### config.mk
export PLATFORM = sky130hd
export DESIGN_NAME = safety_boot_sequencer
export DESIGN_NICKNAME = d
export VERILOG_FILES = /design/src/rtl/safety_boot_sequencer.sv
export SDC_FILE = /design/constraint.sdc
export NUM_CORES = 1
export LEC_CHECK = 0
export BUFFER_PORTS_ARGS = -buffer_cell sky130_fd_sc_hd__buf_2
export CORE_AREA = 2 2 125 103
export CTS_CLUSTER_SIZE = 16
export DETAILED_ROUTE_END_ITERATION = 10
export DIE_AREA = 0 0 127 105
export PLACE_DENSITY = 0.81
export SLEW_MARGIN = 20
export SYNTH_ARGS = -nofsm -noshare
export SYNTH_HDL_FRONTEND = slang
export SYNTH_SLANG_ARGS = --single-unit
### constraint.sdc
create_clock -name clk_i -period 4 [get_ports clk_i]
set_input_delay 0.4 -clock clk_i [delete_from_list [all_inputs] [get_ports clk_i]]
set_output_delay 0.4 -clock clk_i [all_outputs]
set_load 0.03 [all_outputs]
### src/rtl/safety_boot_sequencer.sv
// Boot sequencer for the safety island: writes the boot address, raises
// fetch-enable, then polls core-status until end-of-computation, a bus error
// or a timeout. Single-beat AXI master; fixed burst attributes are tied off
// by the parent.
module safety_boot_sequencer #(
  parameter int unsigned          AddrWidth      = 32,
  parameter int unsigned          DataWidth      = 64,
  parameter logic [AddrWidth-1:0] BootAddrAddr   = 32'h0020_0000,
  parameter logic [AddrWidth-1:0] FetchEnAddr    = 32'h0020_0004,
  parameter logic [AddrWidth-1:0] CoreStatusAddr = 32'h0020_0008,
  parameter int unsigned          PollInterval   = 16,
  parameter int unsigned          TimeoutCycles  = 2**20
) (
  input  logic                   clk_i,
  input  logic                   rst_i,
  input  logic                   start_i,
  input  logic [31:0]            boot_addr_i,
  output logic                   busy_o,
  output logic                   done_o,
  output logic                   error_o,
  output logic [1:0]             err_code_o,
  output logic [30:0]            exit_code_o,
  output logic                   aw_valid_o,
  input  logic                   aw_ready_i,
  output logic [AddrWidth-1:0]   aw_addr_o,
  output logic                   w_valid_o,
  input  logic                   w_ready_i,
  output logic [DataWidth-1:0]   w_data_o,
  output logic [DataWidth/8-1:0] w_strb_o,
  input  logic                   b_valid_i,
  output logic                   b_ready_o,
  input  logic [1:0]             b_resp_i,
  output logic                   ar_valid_o,
  input  logic                   ar_ready_i,
  output logic [AddrWidth-1:0]   ar_addr_o,
  input  logic                   r_valid_i,
  output logic                   r_ready_o,
  input  logic [DataWidth-1:0]   r_data_i,
  input  logic [1:0]             r_resp_i
);

  localparam int unsigned CntW = $clog2(TimeoutCycles + 1);
  localparam int unsigned GapW = (PollInterval > 1) ? $clog2(PollInterval) : 1;

  localparam logic [1:0] ErrWrResp  = 2'b01;
  localparam logic [1:0] ErrRdResp  = 2'b10;
  localparam logic [1:0] ErrTimeout = 2'b11;

  typedef enum logic [3:0] {
    StIdle, StWrBoot, StWrFetch, StWaitB, StPollAr, StWaitR, StPollGap, StDone, StError
  } state_e;

  state_e          state_q, state_d;
  logic            aw_valid_q, aw_valid_d;
  logic            w_valid_q, w_valid_d;
  logic            wr_fetch_q, wr_fetch_d;
  logic            ar_issued_q, ar_issued_d;
  logic [31:0]     boot_addr_q, boot_addr_d;
  logic [CntW-1:0] cnt_q, cnt_d;
  logic [GapW-1:0] gap_q, gap_d;
  logic            done_q, done_d;
  logic            error_q, error_d;
  logic [1:0]      err_code_q, err_code_d;
  logic [30:0]     exit_code_q, exit_code_d;

  logic                 busy;
  logic                 timeout_hit;
  logic [31:0]          status;
  logic [AddrWidth-1:0] wr_addr;
  logic [31:0]          wr_word;

  assign busy        = !(state_q inside {StIdle, StDone, StError});
  assign timeout_hit = (cnt_q == CntW'(TimeoutCycles));
  assign status      = CoreStatusAddr[2] ? r_data_i[63:32] : r_data_i[31:0];

  // Next-state, handshake tracking and the combinational channel controls.
  always_comb begin
    state_d     = state_q;
    aw_valid_d  = aw_valid_q;
    w_valid_d   = w_valid_q;
    wr_fetch_d  = wr_fetch_q;
    ar_issued_d = ar_issued_q;
    boot_addr_d = boot_addr_q;
    cnt_d       = cnt_q;
    gap_d       = gap_q;
    done_d      = done_q;
    error_d     = error_q;
    err_code_d  = err_code_q;
    exit_code_d = exit_code_q;
    b_ready_o   = 1'b0;
    ar_valid_o  = 1'b0;
    r_ready_o   = 1'b0;

    // Saturates so the timeout stays visible until it is acted on.
    if (busy && !timeout_hit) cnt_d = cnt_q + CntW'(1);

    unique case (state_q)
      StIdle, StDone, StError: begin
        if (start_i) begin
          state_d     = StWrBoot;
          boot_addr_d = boot_addr_i;
          aw_valid_d  = 1'b1;
          w_valid_d   = 1'b1;
          wr_fetch_d  = 1'b0;
          cnt_d       = '0;
          done_d      = 1'b0;
          error_d     = 1'b0;
          err_code_d  = '0;
          exit_code_d = '0;
        end
      end
      StWrBoot, StWrFetch: begin
        aw_valid_d = aw_valid_q & ~aw_ready_i;
        w_valid_d  = w_valid_q & ~w_ready_i;
        if (!aw_valid_d && !w_valid_d) state_d = StWaitB;
      end
      StWaitB: begin
        b_ready_o = 1'b1;
        if (b_valid_i) begin
          if (b_resp_i != 2'b00) begin
            state_d    = StError;
            error_d    = 1'b1;
            err_code_d = ErrWrResp;
          end else if (!wr_fetch_q) begin
            state_d    = StWrFetch;
            aw_valid_d = 1'b1;
            w_valid_d  = 1'b1;
            wr_fetch_d = 1'b1;
          end else begin
            state_d = StPollAr;
          end
        end
      end
      StPollAr: begin
        // Timeout may only cancel a read that has not yet been presented.
        if (timeout_hit && !ar_issued_q) begin
          state_d    = StError;
          error_d    = 1'b1;
          err_code_d = ErrTimeout;
        end else begin
          ar_valid_o = 1'b1;
          if (ar_ready_i) begin
            state_d     = StWaitR;
            ar_issued_d = 1'b0;
          end else begin
            ar_issued_d = 1'b1;
          end
        end
      end
      StWaitR: begin
        r_ready_o = 1'b1;
        if (r_valid_i) begin
          if (r_resp_i != 2'b00) begin
            state_d    = StError;
            error_d    = 1'b1;
            err_code_d = ErrRdResp;
          end else if (status[31]) begin
            state_d     = StDone;
            done_d      = 1'b1;
            exit_code_d = status[30:0];
          end else begin
            state_d = StPollGap;
            gap_d   = GapW'(PollInterval - 1);
          end
        end
      end
      StPollGap: begin
        if (timeout_hit) begin
          state_d    = StError;
          error_d    = 1'b1;
          err_code_d = ErrTimeout;
        end else if (gap_q == '0) begin
          state_d = StPollAr;
        end else begin
          gap_d = gap_q - GapW'(1);
        end
      end
      default: state_d = StIdle;
    endcase
  end

  // State register with synchronous reset.
  always_ff @(posedge clk_i) begin
    if (rst_i) begin
      state_q     <= StIdle;
      aw_valid_q  <= 1'b0;
      w_valid_q   <= 1'b0;
      wr_fetch_q  <= 1'b0;
      ar_issued_q <= 1'b0;
      boot_addr_q <= '0;
      cnt_q       <= '0;
      gap_q       <= '0;
      done_q      <= 1'b0;
      error_q     <= 1'b0;
      err_code_q  <= '0;
      exit_code_q <= '0;
    end else begin
      state_q     <= state_d;
      aw_valid_q  <= aw_valid_d;
      w_valid_q   <= w_valid_d;
      wr_fetch_q  <= wr_fetch_d;
      ar_issued_q <= ar_issued_d;
      boot_addr_q <= boot_addr_d;
      cnt_q       <= cnt_d;
      gap_q       <= gap_d;
      done_q      <= done_d;
      error_q     <= error_d;
      err_code_q  <= err_code_d;
      exit_code_q <= exit_code_d;
    end
  end

  // Payloads are zeroed while their valid is low so every output reads 0 after reset.
  assign wr_addr     = wr_fetch_q ? FetchEnAddr : BootAddrAddr;
  assign wr_word     = wr_fetch_q ? 32'd1 : boot_addr_q;
  assign aw_valid_o  = aw_valid_q;
  assign w_valid_o   = w_valid_q;
  assign aw_addr_o   = aw_valid_q ? wr_addr : '0;
  assign w_data_o    = w_valid_q ? {wr_word, wr_word} : '0;
  assign w_strb_o    = w_valid_q ? (wr_addr[2] ? 8'hF0 : 8'h0F) : '0;
  assign ar_addr_o   = ar_valid_o ? CoreStatusAddr : '0;
  assign busy_o      = busy;
  assign done_o      = done_q;
  assign error_o     = error_q;
  assign err_code_o  = err_code_q;
  assign exit_code_o = exit_code_q;

endmodule
==> flow_summary.ini <==
[status]
status = finished clean

[clock_network]
root_buffer = clkbuf_16
cts.sinks = 100
cts_resized = 0
clkTransAtPathRegs_ns = 0.07
cts_hold_buf = 0
post-cts-setup-buffers = 0
clk_latency_ns = 0.33
cts_htree_levels = 3
numCtsBuffers = 9
cts_tree = yes
clockBufferDepth = 2

[hold_path]
min_to = boot_addr_q[17]
hold_start = boot_addr_i[17]
whs_path_depth = 3
worstHoldPathType = input pin to register

[logic_synthesis]
ys_ff_latch = 100
synth_simple_gate_area_share_pct = 26.5
synth_top_cell_by_area = dfxtp_1
ys_seq_area_share_pct = 37.8
avgSynthCellArea_sq_um = 7.83
synthXorXnorAreaFrac_pct = 2.48
synth_mux_area_share_pct = 0.991
synth_edf_count = 0
synth-compound-area-share_pct = 13.2
ys_types = 56
yosys_warnings = 0
syn-cell-area_sq_mm = 0.00530
synth.area.top_cells = dfxtp_1 38%, buf_4 14%, nand2_1 7.8%, a21oi_1 7.6%, and2_1 4.2%
synthCells = 677
synth_top_area_share_pct = 37.8
synth_top_family_by_area = simple AND/OR/NAND/NOR gates
synth_ff_type = dfxtp_1
synthAdderAreaFrac_pct = 0.708
async_reset_ff_share_pct = 0

[finish]
final_common_cell = buf_2
instances_no_fill = 959
area_growth_pct = 15.7
drive_gt1_share_pct = 28.5
final_nets = 913
num_antenna_cells = 0
fin_util_pct = 51.2
final_cell_mix = 192 x buf_2, 110 x nand2_1, 100 x dfxtp_1

[timing]
whs_ns = 0.302
rsz0062_at_grt = false
tns_ns = 0
clock.fmax_mhz = 362
finalSetupViolations = 0
relSlewSlack_pct = 30.5
min_period_ns = 2.76
fin_skew_ns = 0.00849
hold_viol = 0
worst_pin_slew_ns = 1.04
drv_slew = 0
fin_crit_sh_pct = 69.0

[routing]
wl_per_cell_um = 13.4
vias = 4668
wirelength_um = 12900
initialDrtViolationCount = 244
drtAntennaViolNets = 0
remaining_drc_errors = 0
dr.pass1.iters = 5
routed_via_density = 4.87

[critical_path]
end_kind = register
worstPathRequired_ns = 4.27
critPathSlowestCell = nand2_1
r2r_setup_slack_ns = 1.24
ff2ff_path_depth = 7
cp-start-kind = register
crit_buf_inv = 2
worstReg2RegEnd = exit_code_o[25]
reg2reg_from = state_q[2]
crit_path_max_incr_delay_ns = 0.80
worst_ep_arrival_time_ns = 3.03
path_delay_family = simple AND/OR/NAND/NOR gates
worstPathCellList = nand4bb_1 > inv_2 > buf_4 > nand4_1 > nand2_1 > nand3_1 > a21oi_1
cp_num_cells = 7
critical_path.max_fanout = 34
critPathKind = register to register

[floorplan]
dieArea_sq_mm = 0.0133
rows = 36
start_util_pct = 44.2
core_area_sq_mm = 0.0120
ioPinCount = 285
die_w_um = 127
die_h_um = 105

[power_and_ir_drop]
p_leak_nw = 2.77
power_density_mw_per_mm2 = 497
p_total_mw = 3.05
vdd_ir_drop_max_v = 0.000240

[placement]
dp.cells = 943
gp_routability_congestion = 0.875
dp_hpwl_um = 9340
portBuffers = 192

[global_routing]
grt_usage_pct = 18.4
gr-total-overflow = 0
grt_pass1_wl_um = 20100
antenna_found_initial = 1
grt_start_max_net_pins = 66
grt_pass1_vias = 4144

[flow_run]
max-cap-violations = 0
-- synth_stat cells, types with 2 or more instances --
| master | n |
|---|---|
| clkbuf_1 | 27 |
| o31a_1 | 2 |
| o211ai_1 | 2 |
| mux2i_1 | 3 |
| nand4b_1 | 2 |
| and2_1 | 36 |
| xnor2_1 | 12 |
| and4_4 | 2 |
| nand3_1 | 39 |
| nor3_1 | 9 |
| nor2_1 | 33 |
| nand2b_1 | 6 |
| a21oi_1 | 81 |
| or3_1 | 7 |
| nand4bb_1 | 2 |
| nor4b_1 | 4 |
| buf_4 | 101 |
| or2_2 | 3 |
| ha_1 | 3 |
| o22ai_1 | 2 |
| nor3b_1 | 2 |
| nand4_1 | 4 |
| dfxtp_1 | 100 |
| buf_2 | 14 |
| a21bo_1 | 2 |
| mux2_2 | 2 |
| nand4_2 | 2 |
| a211oi_1 | 4 |
| o21ai_0 | 10 |
| nand2_1 | 110 |
| nor2b_1 | 5 |
| a311oi_1 | 4 |
| o31ai_1 | 2 |
| inv_1 | 9 |
| nor4_1 | 8 |
| xor2_1 | 3 |
-- worst max-delay path by stage --
| stage | slack [ns] | startpoint | to |
|---|---|---|---|
| after CTS | 1.26 | state_q[2] | exit_code_o[22] |
| final | 1.24 | state_q[2] | exit_code_o[25] |
| after detailed placement | 1.26 | state_q[2] | exit_code_o[25] |
| after global routing | 1.0 | state_q[2] | exit_code_o[22] |
| after floorplan | 1.67 | w_valid_o | w_data_o[54] |
| after global placement | 1.33 | state_q[0] | exit_code_o[25] |
-- cell type report --
class / instances / area (sq um)
fillers: 1202 / 5850
repair buffers: 198 / 1010
inverters: 10 / 37.5
flip-flops and latches: 100 / 2000
multi-input cells: 483 / 2550
clock inverters: 6 / 116
well taps: 152 / 190
clock buffers: 10 / 229
-- tightest hold or removal path, delay by kind of cell --
| kind | cells | cell delay (ns) |
|---|---|---|
| buffers and inverters | 1 | 0.09 |
| AND/OR/NAND/NOR | 1 | 0.04 |
| AO/OA/AOI/OAI | 1 | 0.05 |
-- kinds of logic after synthesis --
family          Yosys count
other cells               1
buf+inv                 153
simple gates            281
xor+xnor                 15
fa+ha+maj                 3
compound gates          119
mux                       5
flops                   100
-- flip-flops by register name, indices dropped and copies added, names as in the netlist --
signal and cells:
boot_addr_q 32, ar_issued_q 1, err_code_o 2, wr_fetch_q 1, gap_q 4, aw_valid_o 1
done_o 1, cnt_q 21, exit_code_o 31, state_q 4, error_o 1, w_valid_o 1
-- report_power, final --
group / internal (mW) / switching, mW
Sequential: 1.08 / 0.0657
Clock: 0.619 / 0.379
Combinational: 0.248 / 0.653
Total: 1.95 / 1.10
-- metal layers --
metal	share of wire (%)	GRT usage (%)
met1	44	23.5
met2	48	30.1
met3	7.5	6.30
met4	0.54	4.00
met5	0.13	0
-- metrics by stage --
step                area, sq um  setup WS, ns
detailed placement         5790          1.26
global placement           5790          1.33
finish                     6130          1.24
floorplan                  5520          1.67
global route               6130         0.995
CTS                        6130          1.26
No activity file was read; power rests on OpenSTA's default activity.
